<file path="src/rtl/alu4_pkg.sv">
// Shared definitions for the 4-bit ALU issue/result path: nibble width, op encodings, FSM states.
package alu4_pkg;

  localparam int ALU_NIBBLE_W    = 4;
  localparam int DEFAULT_LATENCY = 8;

  localparam logic [2:0] OP_XOR   = 3'b001;
  localparam logic [2:0] OP_AND   = 3'b010;
  localparam logic [2:0] OP_ARITH = 3'b100;

  typedef enum logic [2:0] {
    IDLE,
    ISSUE,
    WAIT_CARRY,
    DRAIN,
    DONE
  } seq_state_t;

  function automatic logic op_legal(input logic [2:0] op);
    return (op == OP_XOR) || (op == OP_AND) || (op == OP_ARITH);
  endfunction

endpackage

</file>
<file path="src/rtl/alu4_inflight_pipe.sv">
// LATENCY-deep shift register of {valid, nibble index}; the head lines up with the ALU return.
module alu4_inflight_pipe #(
  parameter int LATENCY = 8
) (
  input  logic       clk,
  input  logic       rst,
  input  logic       in_valid,
  input  logic [2:0] in_index,
  output logic       head_valid,
  output logic [2:0] head_index
);

  logic [LATENCY-1:0] valid_sr;
  logic [2:0]         index_sr [LATENCY];

  always_ff @(posedge clk) begin
    if (rst) begin
      valid_sr <= '0;
      for (int i = 0; i < LATENCY; i++) index_sr[i] <= '0;
    end else begin
      valid_sr    <= {valid_sr[LATENCY-2:0], in_valid};
      index_sr[0] <= in_index;
      for (int i = 1; i < LATENCY; i++) index_sr[i] <= index_sr[i-1];
    end
  end

  assign head_valid = valid_sr[LATENCY-1];
  assign head_index = index_sr[LATENCY-1];

endmodule

</file>
<file path="src/rtl/alu4_word_sequencer.sv">
// Slices a word operation into LSB-first nibble issues to the pipelined 4-bit ALU and
// reassembles the returned Z nibbles (plus final carry for arithmetic) into a word result.
module alu4_word_sequencer
  import alu4_pkg::*;
#(
  parameter  int NIBBLES = 4,
  parameter  int LATENCY = DEFAULT_LATENCY,
  localparam int W       = ALU_NIBBLE_W * NIBBLES
) (
  input  logic                    clk,
  input  logic                    rst,
  input  logic                    cmd_valid,
  output logic                    cmd_ready,
  input  logic [W-1:0]            cmd_x,
  input  logic [W-1:0]            cmd_y,
  input  logic [2:0]              cmd_op,
  input  logic                    cmd_cmpl_x,
  input  logic                    cmd_cmpl_y,
  input  logic                    cmd_carry_in,
  input  logic                    cmd_end_bar,
  output logic [ALU_NIBBLE_W-1:0] alu_x,
  output logic [ALU_NIBBLE_W-1:0] alu_y,
  output logic                    alu_carry_in,
  output logic                    alu_end_bar,
  output logic                    alu_cmpl_x,
  output logic                    alu_cmpl_y,
  output logic                    alu_op_xor,
  output logic                    alu_op_and,
  output logic                    alu_op_arith,
  input  logic [ALU_NIBBLE_W-1:0] alu_z,
  input  logic                    alu_carry_out,
  output logic                    res_valid,
  input  logic                    res_ready,
  output logic [W-1:0]            res_data,
  output logic                    res_carry,
  output seq_state_t              fsm_state
);

  // Handshakes: a transfer happens on a rising edge where valid && ready are both high;
  // cmd_ready is high only in IDLE, res_valid only in DONE, and res_* hold until taken.

  localparam logic [2:0] LAST = 3'(NIBBLES - 1);

  seq_state_t state, state_nx;
  logic       issue;

  logic [W-1:0] x_q, y_q;
  logic [2:0]   op_q;
  logic         cmpl_x_q, cmpl_y_q, cin_q, end_bar_q, arith_q;
  logic [2:0]   k;
  logic [3:0]   cnt;
  logic         issue_q;
  logic [2:0]   issue_idx_q;
  logic         head_valid;
  logic [2:0]   head_index;

  always_comb begin
    state_nx = state;
    issue    = 1'b0;
    case (state)
      IDLE: if (cmd_valid) state_nx = ISSUE;
      ISSUE: begin
        issue = 1'b1;
        if (k == LAST)   state_nx = DRAIN;
        else if (arith_q) state_nx = WAIT_CARRY;
      end
      WAIT_CARRY: begin
        // cnt reaches zero in the cycle the previous nibble's carry is on alu_carry_out
        if (cnt == 4'd0) begin
          issue = 1'b1;
          if (k == LAST) state_nx = DRAIN;
        end
      end
      DRAIN: if (head_valid && head_index == LAST) state_nx = DONE;
      DONE:  if (res_ready) state_nx = IDLE;
      default: state_nx = IDLE;
    endcase
  end

  always_ff @(posedge clk) begin
    if (rst) begin
      state        <= IDLE;
      x_q          <= '0;
      y_q          <= '0;
      op_q         <= '0;
      cmpl_x_q     <= 1'b0;
      cmpl_y_q     <= 1'b0;
      cin_q        <= 1'b0;
      end_bar_q    <= 1'b0;
      arith_q      <= 1'b0;
      k            <= '0;
      cnt          <= '0;
      issue_q      <= 1'b0;
      issue_idx_q  <= '0;
      alu_x        <= '0;
      alu_y        <= '0;
      alu_carry_in <= 1'b0;
      alu_end_bar  <= 1'b0;
      alu_cmpl_x   <= 1'b0;
      alu_cmpl_y   <= 1'b0;
      alu_op_xor   <= 1'b0;
      alu_op_and   <= 1'b0;
      alu_op_arith <= 1'b0;
      res_data     <= '0;
      res_carry    <= 1'b0;
    end else begin
      state <= state_nx;

      if (state == IDLE && cmd_valid) begin
        x_q       <= cmd_x;
        y_q       <= cmd_y;
        op_q      <= op_legal(cmd_op) ? cmd_op : 3'b000;
        arith_q   <= (cmd_op == OP_ARITH);
        cmpl_x_q  <= cmd_cmpl_x;
        cmpl_y_q  <= cmd_cmpl_y;
        cin_q     <= cmd_carry_in;
        end_bar_q <= cmd_end_bar;
        k         <= '0;
        res_data  <= '0;
        res_carry <= 1'b0;
      end

      // ALU drive lines return to zero in every cycle without an issue
      alu_x        <= '0;
      alu_y        <= '0;
      alu_carry_in <= 1'b0;
      alu_end_bar  <= 1'b0;
      alu_cmpl_x   <= 1'b0;
      alu_cmpl_y   <= 1'b0;
      alu_op_xor   <= 1'b0;
      alu_op_and   <= 1'b0;
      alu_op_arith <= 1'b0;

      if (issue) begin
        for (int i = 0; i < NIBBLES; i++) begin
          if (k == 3'(i)) begin
            alu_x <= x_q[i*ALU_NIBBLE_W +: ALU_NIBBLE_W];
            alu_y <= y_q[i*ALU_NIBBLE_W +: ALU_NIBBLE_W];
          end
        end
        alu_carry_in <= arith_q & ((k == 3'd0) ? cin_q : alu_carry_out);
        alu_end_bar  <= end_bar_q;
        alu_cmpl_x   <= cmpl_x_q;
        alu_cmpl_y   <= cmpl_y_q;
        alu_op_xor   <= op_q[0];
        alu_op_and   <= op_q[1];
        alu_op_arith <= op_q[2];
        k            <= k + 3'd1;
        cnt          <= 4'(LATENCY);
      end else if (state == WAIT_CARRY && cnt != 4'd0) begin
        cnt <= cnt - 4'd1;
      end

      issue_q     <= issue;
      issue_idx_q <= k;

      if (head_valid) begin
        for (int i = 0; i < NIBBLES; i++) begin
          if (head_index == 3'(i)) res_data[i*ALU_NIBBLE_W +: ALU_NIBBLE_W] <= alu_z;
        end
        if (arith_q) res_carry <= alu_carry_out;
      end
    end
  end

  alu4_inflight_pipe #(.LATENCY(LATENCY)) u_pipe (
    .clk        (clk),
    .rst        (rst),
    .in_valid   (issue_q),
    .in_index   (issue_idx_q),
    .head_valid (head_valid),
    .head_index (head_index)
  );

  assign cmd_ready = (state == IDLE);
  assign res_valid = (state == DONE);
  assign fsm_state = state;

endmodule

</file>
<file path="config.mk">
export PLATFORM = sky130hd
export DESIGN_NAME = alu4_word_sequencer
export DESIGN_NICKNAME = d
export VERILOG_FILES = /design/src/rtl/alu4_pkg.sv /design/src/rtl/alu4_inflight_pipe.sv /design/src/rtl/alu4_word_sequencer.sv
export SDC_FILE = /design/constraint.sdc
export NUM_CORES = 1
export LEC_CHECK = 0
export BUFFER_PORTS_ARGS = -buffer_cell sky130_fd_sc_hd__buf_4
export CAP_MARGIN = 5
export CORE_ASPECT_RATIO = 0.7
export CORE_UTILIZATION = 49
export DETAILED_ROUTE_END_ITERATION = 10
export PLACE_DENSITY = 0.84
export SYNTH_ARGS = -nofsm -noshare
export SYNTH_HDL_FRONTEND = slang
export SYNTH_HIERARCHICAL = 1
export SYNTH_SLANG_ARGS = --single-unit
</file>
<file path="constraint.sdc">
create_clock -name clk -period 1.9 [get_ports clk]
set_clock_uncertainty 0.15 [all_clocks]
set_input_delay 0.19 -clock clk [delete_from_list [all_inputs] [get_ports clk]]
set_output_delay 0.19 -clock clk [all_outputs]
set_load 0.005 [all_outputs]
</file>
==> reports/metrics.cfg, run 1 <==
[outcome]
status=complete, no violations

[setup_path]
rrSetupSlack_ns=0.02
cp_cell_sequence=inv_2, ha_4, or3b_4, o21ba_4, or4_4, o41ai_2
worstPathArrival_ns=2.05
endpoint_kind=flip-flop
crit_required_ns=2.07
startpoint_type=flip-flop
setup.worst_path.class=flip-flop to flip-flop
critPathMaxFanout=5
crit_slowest_cell=or4_4
max_stage_delay_ns=0.42
reg2reg_depth=6

[sta]
timing.final.hold_violations=0
max_freq_ghz=0.5307
worst-slew-pin-transition_ns=0.4302
hold_slack_ns=0.06846
finalWorstSetupSlack_ns=0.01552
min_period_ns=1.884
maxSlewHeadroom=0.7129
layout_worst_path_cycle_share=0.9918
maxSlewViolCount=0
setup_viol=0
rsz0062_at_grt=yes

[routing]
drtIter0Drc=416
post_drt_via_cell_ratio=5.403
drc=0
vias=4036
drt_first_pass_iters=5
wl_per_cell_um=16.58
drt_wl_total_um=12380
ant_nets=0

[floorplanning]
dieHeight_um=80.28
io_pins=85
fp.dieW_um=113.8
start_util=0.5059
core_mm2=0.008478
core.rowCount=28
die_area_mm2=0.009137

[grt]
met2_usage=0.4488
met1_usage=0.3330
gr-total-overflow=0
antenna_found_initial=0
grt.met3_usage=0.09057
grt_max_degree=67
gr-usage-all-layers=0.2790
top_usage_layer=met2
grt_first_pass_wirelength_um=19060
grt_pass1_vias=3943

[yosys]
synth_area_leaders=dfxtp_1 (55%), nand2_1 (8.6%), a21oi_1 (6.9%)
syn_area_mm2=0.004289
synth_edf_count=0
ys_seq_area_frac=0.5508
post_synth_inst_count=477
async_flop_share=0
yosys.area.top_type=dfxtp_1
synth_flop_cell=dfxtp_1
synth.top_cell.area_share=0.5508
ys_seq_elements=118
postSynthAreaPerCell_um2=8.992
syn-num-nets=531
synth_cell_types=50
yosys_warnings=6

[pwr]
p_leak_nw=2.529
internal_power_w=0.005156
pwr-share-comb=0.087
clock_power_share=0.518
total_power_w=0.006587
netSwitchingFraction=0.2173
power_density_mw_per_mm2=1054
ir_worst_vdd_uv=805.0
p_sw_w=0.001431
seq_power_share=0.395

[final_layout]
postLayoutCellArea_mm2=0.006248
diodes=0
fin_cells=747
area_growth_pct=45.68
layout-drive-gt1-share=0.2488
nNetsFinal=668
fillers=563

[clock_tree]
cts_root_buf=clkbuf_16
clock_latency_ns=0.42
htreeDepth=4
clock_sinks=118
clk_pin_slew_ns=0.05
cts_max_path_buffers=2
cts-buffers-inserted=17
cts_tree=done

[min_path]
whs_path_depth=4
worstHoldPathType=input pin to flip-flop

[place]
hpwlAfterDp_um=6848
post-place-ws_ns=-0.04874
dpl_cell_area_mm2=0.005071
gp_congestion=0.8606
port_buffers=84
placed_cells_incl_taps=666

[flow_run]
cap_violations=0

-- power by group through the flow --
stage	logic, W	clock network (W)	registers [W]
floorplan	0.000263	0	0.00263
global route	0.000610	0.00355	0.00261
global placement	0.000431	0	0.00264
detailed placement	0.000445	0	0.00265
finish	0.000570	0.00341	0.00260
CTS	0.000537	0.00341	0.00260
-- cells in the mapped netlist (all sizes together), types with 2 or more instances --
cell    count
and2        7
clkbuf     15
nand3b      2
a21oi      59
nand3      17
o21ai      10
buf        14
nand2      98
a22oi       9
nor3        4
nor2b      34
o211ai      2
nor4b       2
dfxtp     118
ha          6
nand2b      9
a32oi       8
inv        11
nor2       29
-- through the flow --
stage / TNS (ns) / util
2_1_floorplan: 0 / -
3_3_place_gp: 0 / 0.5981
3_5_place_dp: -0.1907 / 0.5981
4_1_cts: 0 / 0.7342
5_1_grt: -0.09056 / 0.7370
6_report: 0 / 0.7370
-- state kept, by name, summed over array words and instances (netlist names), 3 cells and up --
signal / count
x_q: 16
u_pipe/valid_sr: 8
alu_x: 4
op_q: 3
k: 3
fsm_state: 3
u_pipe/index_sr: 24
alu_y: 4
issue_idx_q: 3
res_data: 16
y_q: 16
cnt: 4
-- worst max-delay path, delay by kind of cell, from the launching register on --
family | cells | cell delay (ns)
AOI/OAI and AO/OA | 2 | 0.29
buffers and inverters | 1 | 0.06
and+or+nand+nor | 2 | 0.83
DFF | 1 | 0.32
adders and majority gates | 1 | 0.13
-- logic make-up (layout without fill, tap and decap cells) --
family                     count (synthesis)  in the layout  share of synthesized area
and+or+nand+nor                          210            210                     0.2401
DFF                                      118            118                     0.5508
AOI/OAI and AO/OA                         99             99                     0.1403
buffers and inverters                     40            190                    0.04230
adders and majority gates                  6              6                    0.01750
xor gates and xnor gates                   2              2                   0.004085
muxes                                      2              2                   0.004959
-- per-layer routing --
metal,part of all wire,routed length (µm)
met5,0,0
met4,0.037,463
met3,0.076,946
met2,0.48,5925
met1,0.41,5049
-- cell usage in the layout (no fill, tap or decap), drive strengths merged, types with 2 or more instances in the layout --
master and count:
a32oi 8, nor2 29, clkbuf 24, nand2 98
dfxtp 118, ha 6, and2 7, o211ai 2
a22oi 9, nand3b 2, inv 11, a21oi 59
nor4b 2, dlygate4sd3 47, buf 100, bufinv 4
o21ai 10, nor2b 34, clkinv 4, nand3 17
nor3 4, nand2b 9
-- layout make-up --
| class | instances | area (µm²) | area share |
|---|---|---|---|
| inverter | 11 | 41.29 | 0.006608 |
| tap | 120 | 150.1 | 0.02403 |
| clock inverter | 8 | 143.9 | 0.02303 |
| sequential | 118 | 2367 | 0.3789 |
| clock buffer | 24 | 491.7 | 0.07869 |
| multi-input combinational | 319 | 1804 | 0.2887 |
| timing repair buffer | 147 | 1250 | 0.2000 |
-- worst paths after layout --
check	start	endpoint
min	cmd_valid	op_q[0]
min reg2reg	u_pipe/index_sr[0][0]	u_pipe/index_sr[0][3]
max reg2reg	cnt[1]	k[2]
max	cnt[1]	k[2]
-- timing repair --
action | in CTS | in global routing
hold endpoints to repair | 70 | 0
setup endpoints to repair | 12 | 50
setup buffers | 1 | 1
resized for setup | 11 | 7
hold buffers | 47 | 0
pin swaps | 2 | 1
Note: power is estimated with default switching activity, not from simulation.
==> run 2: changes to the inputs <==
--- a/config.mk
+++ b/config.mk
@@ -11,6 +11,8 @@
 export CORE_UTILIZATION = 49
 export DETAILED_ROUTE_END_ITERATION = 10
 export PLACE_DENSITY = 0.84
+export RECOVER_POWER = 50
+export SETUP_SLACK_MARGIN = 0.05
 export SYNTH_ARGS = -nofsm -noshare
 export SYNTH_HDL_FRONTEND = slang
 export SYNTH_HIERARCHICAL = 1
==> run 2 against run 1 <==
- global-route usage unchanged
- sequential share of layout area up 0.12 points
- combinational power about the same
- count of clock-buffer cells in the layout unchanged
- sequential power hardly changed
- largest cell class unchanged
- first-iteration DRC count is 18% lower
- routed wire length up 0.73%
==> reports/metrics.cfg, run 2 (same netlist as run 1, synthesis figures left out) <==
[place]
port_buffers=84  ; unchanged
hpwlAfterDp_um=6848  ; unchanged
dpl_cell_area_mm2=0.005071  ; unchanged
gp_congestion=0.8606  ; unchanged
post-place-ws_ns=-0.04874  ; unchanged

[clock_tree]
clock_latency_ns=0.42  ; about the same
cts_tree=done
cts-buffers-inserted=17  ; unchanged
clk_pin_slew_ns=0.05  ; about the same
clock_sinks=118  ; unchanged
htreeDepth=4  ; unchanged
cts_max_path_buffers=2  ; unchanged
cts_root_buf=clkbuf_16

[sta]
final.setup.tns_ns=0  ; unchanged
maxSlewHeadroom=0.5059  ; -0.2070
timing.final.hold_violations=0  ; unchanged
setup_viol=0  ; unchanged
layout_worst_path_cycle_share=0.9939  ; +0.002057
max_freq_ghz=0.5296  ; -0.21%
rsz0062_at_grt=yes
maxSlewViolCount=0  ; unchanged
finalWorstSetupSlack_ns=0.01161  ; -0.003909 ns
worst-slew-pin-transition_ns=0.7412  ; +0.3109 ns
hold_slack_ns=0.06440  ; -0.004062 ns
min_period_ns=1.888  ; +0.003909 ns

[grt]
grt_max_degree=67  ; unchanged
met1_usage=0.3330  ; unchanged
antenna_found_initial=0  ; unchanged
top_usage_layer=met2
gr-usage-all-layers=0.2790  ; unchanged
grt.met3_usage=0.09057  ; unchanged
grt_first_pass_wirelength_um=19060  ; unchanged
met2_usage=0.4488  ; unchanged
grt_pass1_vias=3943  ; unchanged
gr-total-overflow=0  ; unchanged

[setup_path]
endpoint_kind=flip-flop
setup.worst_path.class=flip-flop to flip-flop
rrSetupSlack_ns=0.01  ; about the same
crit_required_ns=2.07  ; about the same
startpoint_type=flip-flop
cp_cell_sequence=inv_2, ha_4, or3b_4, o21ba_4, or4_4, o41ai_2
critPathMaxFanout=5  ; unchanged
max_stage_delay_ns=0.42  ; about the same
crit_slowest_cell=or4_4
worstPathArrival_ns=2.06  ; about the same

[routing]
ant_nets=0  ; unchanged
drt_first_pass_iters=7  ; +2
drc=0  ; unchanged
post_drt_via_cell_ratio=5.458  ; +1.0%
drt_wl_total_um=12470  ; +0.73%
vias=4077  ; +1.0%
wl_per_cell_um=16.70  ; +0.73%
drtIter0Drc=343  ; -18%

[final_layout]
regMostFlops=u_pipe/index_sr
fin_util=0.7347  ; -0.002361
mostFrequentLayoutCell=dfxtp_1
layout_common_cells=dfxtp_1 (114), nand2_1 (97), buf_4 (64), a21oi_1 (58), dlygate4sd3_1 (47)
largest_reg_flops=24  ; unchanged
layout-drive-gt1-share=0.2456  ; -0.003190
nNetsFinal=668  ; unchanged
postLayoutCellArea_mm2=0.006228  ; -0.32%
diodes=0  ; unchanged
area_growth_pct=45.22

[min_path]
worstHoldPathType=input pin to flip-flop

[floorplanning]
io_pins=85  ; unchanged
core.rowCount=28  ; unchanged
dieHeight_um=80.28  ; unchanged
fp.dieW_um=113.8  ; unchanged
start_util=0.5059  ; unchanged
die_area_mm2=0.009137  ; unchanged
core_mm2=0.008478  ; unchanged

[pwr]
ir_worst_vdd_uv=811.8  ; +0.84%
power_density_mw_per_mm2=1058  ; +0.32%
p_leak_nw=2.495  ; -1.3%

[flow_run]
cap_violations=0  ; unchanged

[outcome]
status=complete, no violations

==> run 2: changes by cell type in the layout (fill, tap and decap cells not counted) <==
cell	before	now
buf_4	97	64
clkbuf_4	0	31
clkbuf_1	3	6
a21oi_1	59	58
a21oi_2	0	1
buf_12	2	1
==> run 2: metal layers <==
layer | wire [µm] | share of wire
met1 | 5104 | 0.41
met2 | 5979 | 0.48
met3 | 976 | 0.078
met4 | 415 | 0.033
met5 | 0 | 0
==> run 2: cell type report <==
| cell class | instances | area (µm²) |
|---|---|---|
| Sequential cell | 118 | 2367 |
| Multi-Input combinational cell | 319 | 1808 |
| Timing Repair Buffer | 147 | 1226 |
| Inverter | 11 | 41.29 |
| Fill cell | 567 | 2250 |
| Tap cell | 120 | 150.1 |
| Clock inverter | 8 | 143.9 |
| Clock buffer | 24 | 491.7 |
==> run 2: repair_timing <==
action	4_1_cts	5_1_grt
pin swaps	2	1
hold buffers	47	0
endpoints found under the hold margin	70	0
setup endpoints to repair	13	72
gates resized for setup	11	9
buffers inserted	1	1
==> run 2: report_power, final <==
| group | switching (W) | internal (W) |
|---|---|---|
| logic | 0.000296 | 0.000272 |
| clock network | 0.00109 | 0.00233 |
| registers | 0.0000530 | 0.00255 |
| total | 0.00144 | 0.00515 |
==> run 2: worst paths after layout <==
check,startpoint,endpoint,cells after the start
max,cnt[1],k[2],6
min,cmd_valid,op_q[0],4
min reg2reg,u_pipe/index_sr[0][0],u_pipe/index_sr[0][3],1
max reg2reg,cnt[1],k[2],6
==> run 2: through the flow <==
stage          std cells  total power (W)
2_1_floorplan        477         0.002892
3_3_place_gp         666         0.003073
3_5_place_dp         666         0.003091
4_1_cts              746         0.006544
5_1_grt              747         0.006763
6_report             747         0.006587
==> run 2: worst max-delay path, delay by kind of cell (launching register included) <==
kind | cells | cell delay, ns
simple gates | 2 | 0.83
compound gates | 2 | 0.29
flops | 1 | 0.32
fa+ha+maj | 1 | 0.13
buf+inv | 1 | 0.06
